`src/rtl/r16_ctrl_pkg.sv`:
```
// Shared definitions for the radix-16 pipeline controller: FSM states,
// pass count and the group-start masks for the radix-16/radix-4 passes.
package r16_ctrl_pkg;

  typedef enum logic [1:0] {
    ST_IDLE,
    ST_RUN,
    ST_DRAIN,
    ST_DONE
  } state_t;

  localparam int unsigned STAGES     = 4;
  localparam logic [1:0]  LAST_STAGE = 2'(STAGES - 1);

  // Radix-16 passes start a group every 16 samples; the final radix-4
  // remainder pass starts a group every 4 samples.
  localparam logic [3:0] R16_GROUP_MASK = 4'hF;
  localparam logic [3:0] R4_GROUP_MASK  = 4'h3;

  // Group-start flag for the given pass from the low sample-index bits.
  function automatic logic group_start(input logic [1:0] stage, input logic [3:0] low);
    logic [3:0] mask;
    mask = (stage == LAST_STAGE) ? R4_GROUP_MASK : R16_GROUP_MASK;
    return (low & mask) == 4'b0000;
  endfunction

endpackage

```
`src/rtl/r16_pipe_ctrl_if.sv`:
```
// Handshake and control bus between the upstream sample source / butterfly
// datapath (master side) and the pipeline controller (slave side).
interface r16_pipe_ctrl_if #(
  parameter int unsigned N_LOG2 = 14
);
  logic              start;
  logic              inverse;
  logic              in_valid;
  logic              in_ready;
  logic [1:0]        stage_idx;
  logic [N_LOG2-1:0] sample_idx;
  logic              Ac_out;
  logic              ninv2_en;
  logic              out_valid;
  logic              busy;
  logic              done;

  modport master (
    output start, inverse, in_valid,
    input  in_ready, stage_idx, sample_idx, Ac_out, ninv2_en, out_valid, busy, done
  );

  modport slave (
    input  start, inverse, in_valid,
    output in_ready, stage_idx, sample_idx, Ac_out, ninv2_en, out_valid, busy, done
  );
endinterface

```
`src/rtl/r16_ctrl_delay.sv`:
```
// Fixed-depth shift register used to align the per-sample control bits with
// the butterfly datapath output.
module r16_ctrl_delay #(
  parameter int unsigned WIDTH = 3,
  parameter int unsigned DEPTH = 4
) (
  input  logic             clk,
  input  logic             rst,
  input  logic [WIDTH-1:0] d,
  output logic [WIDTH-1:0] q
);

  logic [WIDTH-1:0] pipe [DEPTH];

  // Shift one position per cycle; reset clears every stage.
  always_ff @(posedge clk or posedge rst) begin
    if (rst) begin
      for (int unsigned i = 0; i < DEPTH; i++) begin
        pipe[i] <= '0;
      end
    end else begin
      pipe[0] <= d;
      for (int unsigned i = 1; i < DEPTH; i++) begin
        pipe[i] <= pipe[i-1];
      end
    end
  end

  assign q = pipe[DEPTH-1];

endmodule

```
`src/rtl/r16_pipe_ctrl.sv`:
```
// Pass/sample sequencer for a 4-pass radix-16 FFT pipeline. Accepts one
// sample per handshake, tracks the pass and index, and emits group-start and
// scaling flags aligned to the datapath output after PIPE_LAT cycles.
module r16_pipe_ctrl
  import r16_ctrl_pkg::*;
#(
  parameter int unsigned N_LOG2   = 14,
  parameter int unsigned PIPE_LAT = 4
) (
  input  logic                 clk,
  input  logic                 rst,
  r16_pipe_ctrl_if.slave       bus
);

  localparam int unsigned DW = (PIPE_LAT > 1) ? $clog2(PIPE_LAT) : 1;

  state_t            state_q, state_d;
  logic [1:0]        stage_q;
  logic [N_LOG2-1:0] sample_q;
  logic              inv_q;
  logic [DW-1:0]     drain_q;

  logic              xfer;
  logic              sample_max;
  logic              last_xfer;
  logic              drain_last;
  logic              raw_ac;
  logic              raw_ninv;
  logic [2:0]        dly_in;
  logic [2:0]        dly_out;

  assign xfer       = bus.in_valid && (state_q == ST_RUN);
  assign sample_max = &sample_q;
  assign last_xfer  = xfer && sample_max && (stage_q == LAST_STAGE);
  assign drain_last = (drain_q == DW'(PIPE_LAT - 1));

  // State register.
  always_ff @(posedge clk or posedge rst) begin
    if (rst) begin
      state_q <= ST_IDLE;
    end else begin
      state_q <= state_d;
    end
  end

  // Next-state logic; start is only looked at in IDLE.
  always_comb begin
    state_d = state_q;
    case (state_q)
      ST_IDLE:  if (bus.start)  state_d = ST_RUN;
      ST_RUN:   if (last_xfer)  state_d = ST_DRAIN;
      ST_DRAIN: if (drain_last) state_d = ST_DONE;
      ST_DONE:                  state_d = ST_IDLE;
      default:                  state_d = ST_IDLE;
    endcase
  end

  // Pass/sample counters and the inverse latch; the final transfer leaves
  // the counters parked on the last index.
  always_ff @(posedge clk or posedge rst) begin
    if (rst) begin
      stage_q  <= '0;
      sample_q <= '0;
      inv_q    <= 1'b0;
    end else if ((state_q == ST_IDLE) && bus.start) begin
      stage_q  <= '0;
      sample_q <= '0;
      inv_q    <= bus.inverse;
    end else if (xfer && !last_xfer) begin
      if (sample_max) begin
        sample_q <= '0;
        stage_q  <= stage_q + 2'd1;
      end else begin
        sample_q <= sample_q + N_LOG2'(1);
      end
    end
  end

  // Drain timer: counts cycles spent waiting for the datapath to empty.
  always_ff @(posedge clk or posedge rst) begin
    if (rst) begin
      drain_q <= '0;
    end else if (state_q == ST_DRAIN) begin
      drain_q <= drain_q + DW'(1);
    end else begin
      drain_q <= '0;
    end
  end

  // Flags are gated by the transfer strobe before the delay line so the
  // aligned outputs can only be high on valid beats.
  assign raw_ac   = group_start(stage_q, sample_q[3:0]);
  assign raw_ninv = inv_q && (stage_q == LAST_STAGE);
  assign dly_in   = {xfer, xfer && raw_ac, xfer && raw_ninv};

  r16_ctrl_delay #(
    .WIDTH(3),
    .DEPTH(PIPE_LAT)
  ) u_delay (
    .clk(clk),
    .rst(rst),
    .d  (dly_in),
    .q  (dly_out)
  );

  assign bus.in_ready   = (state_q == ST_RUN);
  assign bus.busy       = (state_q != ST_IDLE);
  assign bus.done       = (state_q == ST_DONE);
  assign bus.stage_idx  = stage_q;
  assign bus.sample_idx = sample_q;
  assign bus.out_valid  = dly_out[2];
  assign bus.Ac_out     = dly_out[1];
  assign bus.ninv2_en   = dly_out[0];

endmodule

```
`src/flat_wrapper.sv`:
```
// flat-port wrapper written by rule: the top's interface ports become plain ports
module r16_pipe_ctrl_flat import r16_ctrl_pkg::*;
#(
  parameter int unsigned N_LOG2   = 14,
  parameter int unsigned PIPE_LAT = 4
)
  (clk, rst, bus_start, bus_inverse, bus_in_valid, bus_in_ready, bus_stage_idx, bus_sample_idx, bus_Ac_out, bus_ninv2_en, bus_out_valid, bus_busy, bus_done);
  r16_pipe_ctrl_if #(.N_LOG2(N_LOG2)) bus_i ();
  input  logic clk;
  input  logic rst;
  input wire logic [$bits(bus_i.start)-1:0] bus_start;
  input wire logic [$bits(bus_i.inverse)-1:0] bus_inverse;
  input wire logic [$bits(bus_i.in_valid)-1:0] bus_in_valid;
  output wire logic [$bits(bus_i.in_ready)-1:0] bus_in_ready;
  output wire logic [$bits(bus_i.stage_idx)-1:0] bus_stage_idx;
  output wire logic [$bits(bus_i.sample_idx)-1:0] bus_sample_idx;
  output wire logic [$bits(bus_i.Ac_out)-1:0] bus_Ac_out;
  output wire logic [$bits(bus_i.ninv2_en)-1:0] bus_ninv2_en;
  output wire logic [$bits(bus_i.out_valid)-1:0] bus_out_valid;
  output wire logic [$bits(bus_i.busy)-1:0] bus_busy;
  output wire logic [$bits(bus_i.done)-1:0] bus_done;
  assign bus_i.start = bus_start;
  assign bus_i.inverse = bus_inverse;
  assign bus_i.in_valid = bus_in_valid;
  assign bus_in_ready = bus_i.in_ready;
  assign bus_stage_idx = bus_i.stage_idx;
  assign bus_sample_idx = bus_i.sample_idx;
  assign bus_Ac_out = bus_i.Ac_out;
  assign bus_ninv2_en = bus_i.ninv2_en;
  assign bus_out_valid = bus_i.out_valid;
  assign bus_busy = bus_i.busy;
  assign bus_done = bus_i.done;
  r16_pipe_ctrl #(.N_LOG2(N_LOG2), .PIPE_LAT(PIPE_LAT)) u_core (.clk(clk), .rst(rst), .bus(bus_i));
endmodule
```
`config.mk`:
```
export PLATFORM = sky130hd
export DESIGN_NAME = r16_pipe_ctrl_flat
export DESIGN_NICKNAME = d
export VERILOG_FILES = /design/src/rtl/r16_ctrl_pkg.sv /design/src/rtl/r16_pipe_ctrl_if.sv /design/src/rtl/r16_ctrl_delay.sv /design/src/rtl/r16_pipe_ctrl.sv /design/src/flat_wrapper.sv
export SDC_FILE = /design/constraint.sdc
export NUM_CORES = 1
export LEC_CHECK = 0
export CAP_MARGIN = 20
export CORE_MARGIN = 1.5
export CORE_UTILIZATION = 50
export CTS_BUF_LIST = sky130_fd_sc_hd__clkbuf_4 sky130_fd_sc_hd__clkbuf_8 sky130_fd_sc_hd__clkbuf_16
export DETAILED_ROUTE_END_ITERATION = 10
export PLACE_DENSITY = 0.84
export SYNTH_ARGS = -nofsm -noshare
export SYNTH_HDL_FRONTEND = slang
export SYNTH_HIERARCHICAL = 1
export SYNTH_SLANG_ARGS = --single-unit
```
`constraint.sdc`:
```
create_clock -name clk -period 2.3 [get_ports clk]
set_clock_uncertainty 0.2 [all_clocks]
set_input_delay 0.23 -clock clk [delete_from_list [all_inputs] [get_ports clk]]
set_output_delay 0.23 -clock clk [all_outputs]
set_load 0.01 [all_outputs]
```
==> results of run 1 <==
Yosys cell counts, types with 3 or more instances:
master,n,area (um^2)
dfrtp_1,33,826
nand2_1,15,56.3
nor2_1,14,52.6
inv_1,12,45.0
o21ai_0,10,50.1
ha_1,9,113
nand3_1,5,25.0
buf_4,3,22.5
nand4_1,3,18.8
nor4_1,3,18.8
xnor2_1,3,26.3
area by class of cell:
cell class / instances / area (um^2) / share of cell area
Clock buffer: 5 / 37.5 / 0.0181
Tap cell: 44 / 55.1 / 0.0265
Sequential cell: 33 / 826 / 0.398
Timing Repair Buffer: 35 / 330 / 0.159
Inverter: 12 / 45.0 / 0.0217
Multi-Input combinational cell: 99 / 736 / 0.354
Clock inverter: 3 / 46.3 / 0.0223
logic make-up after synthesis:
logic type / synth area share
buffers and inverters: 0.0437
adder cells (fa/ha/maj): 0.0691
flip-flops: 0.507
AND/OR/NAND/NOR: 0.211
XOR/XNOR: 0.0161
multiplexers: 0.0215
AO/OA/AOI/OAI: 0.132
cell usage in the layout (no fill, tap or decap), drive strengths merged, types with 3 or more instances in the layout:
cell type,count
inv,12
nor4,4
xnor2,3
buf,8
nand3,6
o21ai,10
a21oi,3
nor2,14
clkbuf,5
nand2,15
dfrtp,33
clkdlybuf4s50,26
nand4,5
ha,9
layer usage:
metal  track usage  share of wire  vias to the layer above
li1              -              -                      599
met1         0.308           0.46                      609
met2         0.323           0.47                       53
met3        0.0606          0.058                        5
met4        0.0762          0.016                        0
met5             0              0                        -
per-stage QoR:
| step | hold WS (ns) | power, uW | setup slack, ns | area [um^2] | cells |
|---|---|---|---|---|---|
| after floorplan | -0.105 | 836 | 0.131 | 1630 | 148 |
| after global placement | 0.133 | 967 | 0.224 | 1980 | 222 |
| after detailed placement | 0.135 | 979 | 0.150 | 1980 | 222 |
| after CTS | 0.149 | 1430 | 0.114 | 2070 | 231 |
| after global routing | 0.152 | 1480 | 0.00469 | 2080 | 231 |
| final | 0.150 | 1410 | 0.152 | 2080 | 231 |
flip-flops by register name (all words and copies together) (netlist names):
register	flops
u_core/u_delay/pipe	9
u_core/inv_q	1
u_core/u_delay/q	3
u_core/drain_q	2
u_core/bus.stage_idx	2
u_core/state_q	2
u_core/bus.sample_idx	14
final timing paths:
| check | from | endpoint | slack, ns | cells past startpoint |
|---|---|---|---|---|
| setup / recovery | u_core/bus.sample_idx[0] | u_core/bus.sample_idx[10] | 0.15 | 6 |
| hold / removal | u_core/u_delay/pipe[11] | u_core/u_delay/pipe[8] | 0.15 | 0 |
| setup reg to reg | u_core/bus.sample_idx[0] | u_core/bus.sample_idx[10] | 0.15 | 6 |
| hold reg to reg | u_core/u_delay/pipe[11] | u_core/u_delay/pipe[8] | 0.15 | 0 |
| max in group asynchronous | rst | u_core/u_delay/pipe[9] | 1.05 | 3 |
| min in group asynchronous | rst | u_core/u_delay/pipe[5] | 0.55 | 3 |
critical path, stage by stage (launching register included):
cell	delay (ns)
dfrtp_1	0.38
ha_2	0.23
nand3_4	0.14
or4_4	0.60
a21oi_4	0.27
o21ai_0	0.14
o21ai_0	0.10
power by group through the flow:
stage | clock (uW) | combinational, uW | sequential (uW)
floorplan | 0 | 107 | 729
CTS | 457 | 267 | 703
global placement | 0 | 259 | 708
finish | 443 | 267 | 703
detailed placement | 0 | 265 | 714
global route | 475 | 296 | 713
what timing repair did:
| item | CTS | global route |
|---|---|---|
| endpoints found under the hold margin | 8 | 0 |
| resized for setup | 0 | 1 |
| hold buffers | 1 | 0 |
| setup endpoints to repair | 0 | 3 |
| buffers inserted | 0 | 0 |
==> impl_metrics.yaml, run 1 <==
status:
  status: "complete, no violations"
pwr:
  power.density_nw_per_um2: 681
  p_switching_uw: 409
  peakVddDrop_v: 0.000415
  internal_power_uw: 1000
  p_sw_frac: 0.289
  p_comb_frac: 0.189
  p_clk_frac: 0.314
  pwr-share-seq: 0.498
  p_leak_uw: 0.000981
placed_design:
  dp_hpwl_um: 2530
  gp_congestion: 0.940
  port_buffers: 26
final_layout:
  layout-drive-gt1-share: 0.155
  final_core_util: 0.674
  fillers: 262
  diodes: 0
  area_growth_syn_to_layout_pct: 27.3
  layout.nets: 200
setup_path:
  cp-end-kind: "register"
  crit_fanout: 9
  crit_required_ns: 2.36
  cp-start-kind: "register"
  crit_type: "register to register"
  arrival_ns: 2.20
grt:
  grt-ovfl-total: 0
  grt_max_degree: 22
  antenna_found_initial: 0
  grt_pass1_wl_um: 5720
  grt_use_total: 0.219
  grt_pass1_vias: 1218
logic_synthesis:
  ys_ff_latch: 33
  postSynthAreaPerCell_um2: 11.0
  ys_async_sr_fraction: 1.00
  ys_warn_count: 6
  synth_cell_types: 40
  syn_nets: 162
  synth-seq-area-share: 0.507
  synth_flop_cell: "dfrtp_1"
  syn_area_um2: 1630
  postSynthCellCount: 148
  synth-edff-count: 0
timing:
  hold_viol_final: 0
  fin_crit_ns: 2.15
  slew_viol_final: 0
  tightest_slew_ns: 0.429
  rsz0062_at_grt: "false"
  fmax_ghz: 0.466
  slew_headroom: 0.713
  period_share: 0.934
  setup_viol: 0
  fin_setup_tns_ns: 0
clocking:
  cts.sinks: 33
  clkLatencyLatePin_ns: 0.34
  cts_tree: "built"
  htree_num_levels: 2
  clk_path_buf_depth: 2
  numCtsBuffers: 5
  clk_pin_slew_ns: 0.11
  cts_root_buffer: "clkbuf_4"
detailed_routing:
  first_pass_iters: 4
  drc: 0
  via_per_inst: 5.48
  ant_nets: 0
  wirelength_um: 3370
  initialDrtViolationCount: 88
  vias: 1266
  wl_per_cell_um: 14.6
floorplanning:
  coreArea_um2: 3080
  die_y_um: 60.1
  rows: 20
  die_area_um2: 3610
  ios: 27
  start_util: 0.530
  die_x_um: 60.1
min_path:
  min_path_type: "register to register"
run:
  maxCapViolations: 0
(Power assumes the default switching activity.)
==> inputs of run 2 (changes only) <==
CAP_MARGIN = default   (was 20)
==> results of run 2 <==
No change in the layout: final DEF, timing and power equal those of run 1.
